`src/rtl/herald_pkg.sv`:
```
// Shared definitions for the herald byte-serial command front end.
//   - opcode encodings carried in the header byte (bits [1:0])
//   - FSM state encoding
//   - word framing constants and a byte-lane extraction helper
package herald_pkg;

    localparam logic [1:0] OP_CORDIC = 2'b00;
    localparam logic [1:0] OP_MUL    = 2'b01;
    localparam logic [1:0] OP_MAC    = 2'b10;
    localparam logic [1:0] OP_CLR    = 2'b11;

    localparam int BYTES_PER_WORD = 4;

    // Index of the final byte lane of a word; the byte index wraps after it.
    localparam logic [1:0] LAST_IDX = 2'(BYTES_PER_WORD - 1);

    typedef enum logic [2:0] {
        ST_IDLE     = 3'd0,
        ST_LOAD_A   = 3'd1,
        ST_LOAD_B   = 3'd2,
        ST_ISSUE    = 3'd3,
        ST_WAIT_RES = 3'd4,
        ST_SEND     = 3'd5
    } state_t;

    // Byte lane idx of a 32-bit word, lane 0 being the least significant.
    function automatic logic [7:0] word_byte(input logic [31:0] w, input logic [1:0] idx);
        return w[8*idx +: 8];
    endfunction

endpackage

```
`src/rtl/herald_edge_detect.sv`:
```
// One-flop rising-edge detector for a synchronous level input.
//   clk, rst_n : clock, asynchronous active-low reset
//   sig        : level input, already synchronous to clk
//   rise       : high for the cycle in which sig is high and was low last cycle
module herald_edge_detect (
    input  logic clk,
    input  logic rst_n,
    input  logic sig,
    output logic rise
);

    logic prev;

    // NOTE: clocked state is written with <= so every flop samples the
    // pre-edge value of its inputs regardless of block ordering.
    always_ff @(posedge clk or negedge rst_n) begin
        if (!rst_n) prev <= 1'b0;
        else        prev <= sig;
    end

    assign rise = sig & ~prev;

endmodule

```
`src/rtl/herald_byte_frontend.sv`:
```
// Byte-serial command front end between the 8-bit pad interface and the
// compute cores. A header byte selects the opcode, eight further bytes build
// operands A and B (LSB first), one issue pulse starts the core, and the
// 32-bit result is streamed back as four bytes, LSB first.
//
// Ports:
//   clk, rst_n   : clock, asynchronous active-low reset
//   ena          : block enable; low returns to IDLE on the next edge
//   byte_in      : input byte, accepted on a rising edge of byte_strobe
//   byte_strobe  : input byte strobe (level)
//   op_a, op_b   : assembled operands
//   op_sel       : opcode (00 CORDIC, 01 multiply, 10 MAC, 11 clear)
//   issue        : one-cycle start pulse to the selected core
//   core_rdy     : selected core can accept a command
//   res_in       : core result
//   res_valid    : core result available
//   res_take     : one-cycle result-consume pulse
//   byte_out     : current result byte (0 outside SEND)
//   out_valid    : byte_out holds a result byte
//   out_ack      : consumer ack (level); each rising edge advances a byte
//   busy         : state is not IDLE
//   err          : sticky error (timeout or stray strobe), cleared by a header
module herald_byte_frontend
    import herald_pkg::*;
#(
    parameter int TIMEOUT_CYCLES = 255,
    parameter int TCW            = 8
) (
    input  logic        clk,
    input  logic        rst_n,
    input  logic        ena,
    input  logic [7:0]  byte_in,
    input  logic        byte_strobe,
    output logic [31:0] op_a,
    output logic [31:0] op_b,
    output logic [1:0]  op_sel,
    output logic        issue,
    input  logic        core_rdy,
    input  logic [31:0] res_in,
    input  logic        res_valid,
    output logic        res_take,
    output logic [7:0]  byte_out,
    output logic        out_valid,
    input  logic        out_ack,
    output logic        busy,
    output logic        err
);

    // Counter value in the final permitted WAIT_RES cycle.
    localparam logic [TCW-1:0] TMO_LAST = TCW'(TIMEOUT_CYCLES - 1);

    state_t          state;
    logic [1:0]      idx;
    logic [31:0]     result;
    logic [TCW-1:0]  tmo_cnt;
    logic            strobe_rise;
    logic            ack_rise;
    logic            stray_state;

    herald_edge_detect u_strobe_edge (
        .clk   (clk),
        .rst_n (rst_n),
        .sig   (byte_strobe),
        .rise  (strobe_rise)
    );

    herald_edge_detect u_ack_edge (
        .clk   (clk),
        .rst_n (rst_n),
        .sig   (out_ack),
        .rise  (ack_rise)
    );

    // States in which an incoming byte has nowhere to go.
    assign stray_state = (state == ST_ISSUE) || (state == ST_WAIT_RES) || (state == ST_SEND);

    // NOTE: the operand and result words sit in the async reset along with the
    // control state, so a mid-command reset leaves no stale data behind.
    always_ff @(posedge clk or negedge rst_n) begin
        if (!rst_n) begin
            state   <= ST_IDLE;
            idx     <= 2'd0;
            op_a    <= '0;
            op_b    <= '0;
            op_sel  <= OP_CORDIC;
            result  <= '0;
            tmo_cnt <= '0;
            err     <= 1'b0;
        end else if (!ena) begin
            // Abort: operands, result and err are deliberately retained.
            state <= ST_IDLE;
            idx   <= 2'd0;
        end else begin
            case (state)
                ST_IDLE: begin
                    if (strobe_rise) begin
                        op_sel <= byte_in[1:0];
                        err    <= 1'b0;
                        idx    <= 2'd0;
                        state  <= (byte_in[1:0] == OP_CLR) ? ST_ISSUE : ST_LOAD_A;
                    end
                end

                ST_LOAD_A: begin
                    if (strobe_rise) begin
                        op_a[8*idx +: 8] <= byte_in;
                        if (idx == LAST_IDX) begin
                            idx   <= 2'd0;
                            state <= ST_LOAD_B;
                        end else begin
                            idx <= idx + 2'd1;
                        end
                    end
                end

                ST_LOAD_B: begin
                    if (strobe_rise) begin
                        op_b[8*idx +: 8] <= byte_in;
                        if (idx == LAST_IDX) begin
                            idx   <= 2'd0;
                            state <= ST_ISSUE;
                        end else begin
                            idx <= idx + 2'd1;
                        end
                    end
                end

                ST_ISSUE: begin
                    if (core_rdy) begin
                        tmo_cnt <= '0;
                        state   <= (op_sel == OP_CLR) ? ST_IDLE : ST_WAIT_RES;
                    end
                end

                ST_WAIT_RES: begin
                    // A result arriving in the last permitted cycle beats the timeout.
                    if (res_valid) begin
                        result <= res_in;
                        idx    <= 2'd0;
                        state  <= ST_SEND;
                    end else if (tmo_cnt == TMO_LAST) begin
                        err   <= 1'b1;
                        state <= ST_IDLE;
                    end else begin
                        tmo_cnt <= tmo_cnt + 1'b1;
                    end
                end

                ST_SEND: begin
                    if (ack_rise) begin
                        if (idx == LAST_IDX) begin
                            idx   <= 2'd0;
                            state <= ST_IDLE;
                        end else begin
                            idx <= idx + 2'd1;
                        end
                    end
                end

                default: state <= ST_IDLE;
            endcase

            if (strobe_rise && stray_state) err <= 1'b1;
        end
    end

    // Handshake pulses are decoded from the registered state so they follow
    // the core's RDY signals within the same cycle.
    assign issue     = ena && (state == ST_ISSUE)    && core_rdy;
    assign res_take  = ena && (state == ST_WAIT_RES) && res_valid;
    assign out_valid = (state == ST_SEND);
    assign busy      = (state != ST_IDLE);

    // NOTE: byte_out gets a default before the conditional so no path through
    // this block leaves it unassigned, which would infer a latch.
    always_comb begin
        byte_out = 8'h00;
        if (state == ST_SEND) byte_out = word_byte(result, idx);
    end

endmodule

```
`config.mk`:
```
export PLATFORM = sky130hd
export DESIGN_NAME = herald_byte_frontend
export DESIGN_NICKNAME = d
export VERILOG_FILES = /design/src/rtl/herald_pkg.sv /design/src/rtl/herald_edge_detect.sv /design/src/rtl/herald_byte_frontend.sv
export SDC_FILE = /design/constraint.sdc
export NUM_CORES = 1
export LEC_CHECK = 0
export BUFFER_PORTS_ARGS = -buffer_cell sky130_fd_sc_hd__buf_2
export CORE_ASPECT_RATIO = 1.1
export CORE_MARGIN = 2
export CORE_UTILIZATION = 45
export CTS_CLUSTER_SIZE = 28
export DETAILED_ROUTE_END_ITERATION = 6
export PLACE_DENSITY = 0.76
export SYNTH_ARGS = -nofsm -noshare
export SYNTH_HDL_FRONTEND = slang
export SYNTH_SLANG_ARGS = --single-unit
```
`constraint.sdc`:
```
create_clock -name clk -period 2.4 [get_ports clk]
set_input_delay 0.12 -clock clk [delete_from_list [all_inputs] [get_ports clk]]
set_output_delay 0.12 -clock clk [all_outputs]
set_load 0.03 [all_outputs]
```
### Word-level counts from Yosys, hierarchy flattened

Index checks and enable logic that the tools add are counted.

* $add $sub $neg: 3
* equality and inequality tests: 27
* shift-type cells: 3
* reductions and logical operators: 20
* bitwise operators: 4
* muxes and demuxes: 33

Operators by type and width (count)
* bitwise mux 32 bit: 2
* 2-to-1 mux 3 bit: 12
* negation 5 -> 34 bit: 1
* variable shift 8 x 34 -> 32 bit, first input constant: 1
* indexed part select 8 x 34 -> 32 bit: 1
* 2-to-1 mux 8 bit: 4
* indexed part select 32 x 6 -> 8 bit: 1
* inequality test 3 bit, second input constant: 8
* one-hot mux 3 bit (6 select lines): 1
* one-hot mux 8 bit (2 select lines): 1
* AND reduction 5 bit: 3
* 2-to-1 mux 2 bit: 7
* inequality test 3 x 2 -> 1 bit, second input constant: 4
* AND reduction 3 bit: 4
* AND reduction 9 bit: 1
* adder 8 x 1 -> 8 bit, second input constant: 1
* == test 8 bit, second input constant: 1
* one-hot mux 2 bit (4 select lines): 1
* == test 2 bit, second input constant: 3
* == test 3 x 2 -> 1 bit, second input constant: 2
* == test 3 bit, second input constant: 2
* inequality test 2 bit, second input constant: 3
* nonzero test 3 bit: 2
* logical AND 1 bit: 5
* other kinds (13): 19

* output and inout bits: 79
* bits of input ports: 47
* flip-flop bits (word level): 114

### Depth between registers and ports, before layout

* word-level depth: 6
* gate-level depth with buffers: 7
* mapped depth without buffers: 7

### Hierarchy

Synthesis repeated with hierarchy kept, for this count alone.

* cells, all modules: 527
* area, all modules: 5026.1 µm²

By module, submodules not included
* herald_byte_frontend: cells an instance 523, instances 1, area each 4948.5 µm², seq. area each 2802.7 µm²
* herald_edge_detect: cells an instance 2, instances 2, area each 38.8 µm², seq. area each 25.0 µm²

### Least setup slack after synthesis

No wires, ideal clock.

* kind: register -> register
* from: register idx[1]
* to: register op_b[23]
* data arrival time: 1.938 ns
* clock period less this slack: 2.021 ns
* stages on the path, launching flop included: 7
* slack: 0.379 ns
* path through: dfrtp_1 clkbuf_1 inv_1 ha_1 nor3b_1 nand2_1 o21ai_0

* cells in the longest elaborated chain, start to end: 3
* elaborated cells on any way between the ends: 4

RTL lines
* start: declaration: RTL line herald_byte_frontend.sv:53 `logic [1:0] idx;`
* start signal: assignment: RTL line herald_byte_frontend.sv:111 `idx <= idx + 2'd1;`
* start signal: assignment: RTL line herald_byte_frontend.sv:123 `idx <= idx + 2'd1;`
* start signal: assignment: RTL line herald_byte_frontend.sv:155 `idx <= idx + 2'd1;`
* negation 5 -> 34 bit *: RTL line herald_byte_frontend.sv:118 `op_b[8*idx +: 8] <= byte_in;`
* indexed part select 8 x 34 -> 32 bit / variable shift 8 x 34 -> 32 bit (equally long branches): RTL line herald_byte_frontend.sv:118
* bitwise mux 32 bit *: RTL line herald_byte_frontend.sv:118
* end signal: indexed assignment: RTL line herald_byte_frontend.sv:118
* end: declaration: RTL line herald_byte_frontend.sv:35 `output logic [31:0] op_b,`

Mark *: on every way between the ends. The rest lies on a longest branch, timed or not.
A chain may end at the register's enable or synchronous reset.

### Worst setup path after layout

* from: register state[1]
* to: register state[0]

* cells in the longest elaborated chain, start to end: 3
* elaborated cells on any way between the ends: 18

RTL lines
* start: declaration: RTL line herald_byte_frontend.sv:52 `state_t state;`
* start signal: assignment: RTL line herald_byte_frontend.sv:100 `state <= (byte_in[1:0] == OP_CLR) ? ST_ISSUE : ST_LOAD_A;`
* start signal: assignment: RTL line herald_byte_frontend.sv:131 `state <= (op_sel == OP_CLR) ? ST_IDLE : ST_WAIT_RES;`
* == test 3 bit (tied with other cells): RTL line herald_byte_frontend.sv:94 `case (state)`
* inequality test 4 x 3 -> 1 bit (no line) (tied with other cells)
* AND reduction 9 bit (no line) / 2-to-1 mux 3 bit (equally long branches)

Parallel ways exist; a longest one is shown, timed or not.

==> impl_metrics.tcl <==
set metrics [dict create \
    ys_seq_area_share_pct 57.03 \
    arrival_ps 2560 \
    p_per_area_nw_per_um2 1072 \
    drtIter0Drc 203 \
    worstSetupPathType "flop to flop" \
    fin_crit_sh_pct 95.18 \
    die_h_um 114.6 \
    route.detailed.drc 0 \
    antenna_found_initial 0 \
    drtAntennaViolNets 0 \
    port_buffers 125 \
    syn_nets 508 \
    ys_ff_latch 114 \
    critPathSlowestCell "dfrtp_1" \
    grt_pass1_wl_um 20360 \
    dp_hpwl_um 8248 \
    vias_per_cell 5.139 \
    cap_violations 0 \
    fmax_mhz 437.8 \
    path_buf_inv 0 \
    htree_levels 4 \
    firstDrtPassIters 5 \
    rsz0062_at_grt "no" \
    crit_required_ps 2680 \
    syn_area_um2 5002 \
    fp.dieW_um 104.5 \
    tightest_slew_ps 610.4 \
    synth_edf_count 0 \
    synth.area.top_cells "dfrtp_1 (57%), nand2_1 (8.3%), mux2_2 (8.1%)" \
    instances_no_fill 782 \
    placed_area_um2 5817 \
    slowest_delay_ps 560 \
    synthDistinctLibCells 41 \
    hp-class "primary input to flop" \
    crit_cells 5 \
    cts_buffers 17 \
    nets 676 \
    final_area_um2 6802 \
    die_area_um2 11980 \
    place.gp.congestion 0.8281 \
    wl_per_cell_um 15.90 \
    design.core.area_um2 10860 \
    n_antenna_cell 0 \
    dp.cells 715 \
    ctsLongestPathBuffers 2 \
    drive_gt1_share_pct 34.17 \
    slew_violations 0 \
    yosysTopAreaCell "dfrtp_1" \
    avgSynthCellArea_um2 11.02 \
    timing.rr.start "state[1]" \
    fillers 886 \
    rrSetupSlack_ps 120 \
    crit_chain "or3b_4, o221ai_4, nor2_2, nor4_4, mux2_1" \
    end_kind "flop" \
    critPathLaunch "state[1]" \
    critPathMaxFanout 17 \
    overflow 0 \
    slew_headroom_pct 59.31 \
    leakage_uw 0.003304 \
    fin_worst_skew_ps 7.989 \
    vias 4019 \
    grt_use_met3_pct 5.293 \
    vdd_ir_drop_max_uv 536.5 \
    r2r_cells 5 \
    grt_max_degree 115 \
    cts_hold_buf 35 \
    rows 40 \
    yosys-top-cells-count "dfrtp_1 (114), nand2_1 (110), o21ai_0 (67), mux2_2 (36)" \
    holdWs_ps 43.64 \
    num_io_pins 126 \
    met2_usage_pct 35.90 \
    synth_ff_type "dfrtp_1" \
    ys_warn_count 0 \
    finalCriticalPeriod_ps 2284 \
    grt_use_met1_pct 27.06 \
    clock_latency_ps 400 \
    clock-sinks 114 \
    cts_tree "yes" \
    path_clk_slew_ps 50 \
    synthesis.instances 454 \
    post_cts_buffers 0 \
    status "completed" \
    synthArstFlopShare_pct 100.0 \
    crit_path_end "state[0]" \
    start_kind "flop" \
    areaGrowthSynthToFinish_pct 35.97 \
    grt_busiest_layer "met2" \
    drt-total-wl_um 12430 \
    cts_root_buf "clkbuf_16" \
    hold_violations 0 \
    synthDominantCellAreaShare_pct 57.03 \
    reg2reg_to "state[0]" \
    initial_core_util_pct 46.06 \
    fin_setup_tns_ps 0 \
    setup_viol 0 \
    track_usage_pct 21.82 \
    cp_top_family "simple AND/OR/NAND/NOR gates" \
    grt_pass1_vias 4132 \
    cts_resized 0 \
    synth.most_common_cell "dfrtp_1" \
]
power breakdown:
| part | switching (uW) | total [uW] | leakage [uW] | internal, uW |
|---|---|---|---|---|
| clock network | 879 | 2670 | 0.000299 | 1790 |
| logic | 1080 | 1920 | 0.00145 | 844 |
| registers | 334 | 2700 | 0.00155 | 2370 |
| total | 2290 | 7290 | 0.00330 | 5000 |
state kept, by name (all words and copies together), names as in the netlist:
signal / cells
idx: 2
op_sel: 2
err: 1
op_b: 32
result: 32
u_ack_edge.prev: 1
state: 3
u_strobe_edge.prev: 1
tmo_cnt: 8
op_a: 32
layout make-up:
class / count / area (um^2) / area share (%)
clock buffer: 20 / 456.7 / 6.714
tap: 147 / 183.9 / 2.704
inverter: 6 / 22.52 / 0.3311
sequential: 114 / 2853 / 41.94
multi-input combinational: 314 / 2037 / 29.95
timing repair buffer: 169 / 1071 / 15.75
clock inverter: 12 / 177.7 / 2.612
layout by cell type (no fill, tap or decap), types with 2 or more instances in the layout:
cell type        n
clkbuf_16       17
nor3b_1          6
buf_4            8
a211oi_1         5
ha_1             7
mux2_1           3
dlygate4sd3_1   35
buf_12           2
nand2_1        110
nand3_1          7
nor2_1          10
mux2_2          36
dfrtp_1        114
nand2b_1         5
a21o_1           2
clkinvlp_4       4
inv_1            6
nor2b_1         11
mux2i_1          2
mux4_2           8
inv_6            2
clkinv_2         2
or4_1            2
o21ai_0         67
and3_1           2
xnor2_1          4
clkbuf_8         2
buf_2          124
bufinv_16        4
a21oi_1          6
nor3_1           3
o31ai_1          3
worst min-delay path: cells and delay by family:
family | cells | cell delay (ps)
buffers and inverters | 1 | 140
and+or+nand+nor | 1 | 70
AOI/OAI and AO/OA | 1 | 70
how the worst min path moves through the flow:
stage / slack (ps) / end / depth (start not counted) / startpoint
after global placement: 240 / u_ack_edge.prev / 1 / out_ack
after global routing: 30 / op_a[3] / 3 / byte_in[3]
after CTS: 20 / op_a[29] / 3 / byte_in[5]
after floorplan: -180 / err / 0 / rst_n
after detailed placement: 250 / u_ack_edge.prev / 1 / out_ack
final: 40 / op_b[21] / 3 / byte_in[5]
cells by family after synthesis:
group | synth area share, %
AND/OR/NAND/NOR | 15.71
flip-flops | 57.03
AO/OA/AOI/OAI | 9.780
multiplexers | 12.78
buffers and inverters | 2.251
adder cells (fa/ha/maj) | 1.751
XOR/XNOR | 0.7003
metrics by stage:
step	setup slack, ps	power [uW]	utilization, %
2_1_floorplan	378.9	3999	-
3_3_place_gp	259.7	4507	53.56
3_5_place_dp	152.0	4608	53.56
4_1_cts	136.0	7354	62.63
5_1_grt	16.68	7679	62.63
6_report	115.7	7293	62.63
per-layer routing:
layer | wire [um] | vias to the layer above
met5 | 0 | -
met4 | 198 | 0
met3 | 598 | 18
met2 | 6181 | 134
met1 | 5454 | 1958
li1 | - | 1909
(Power assumes the default switching activity.)
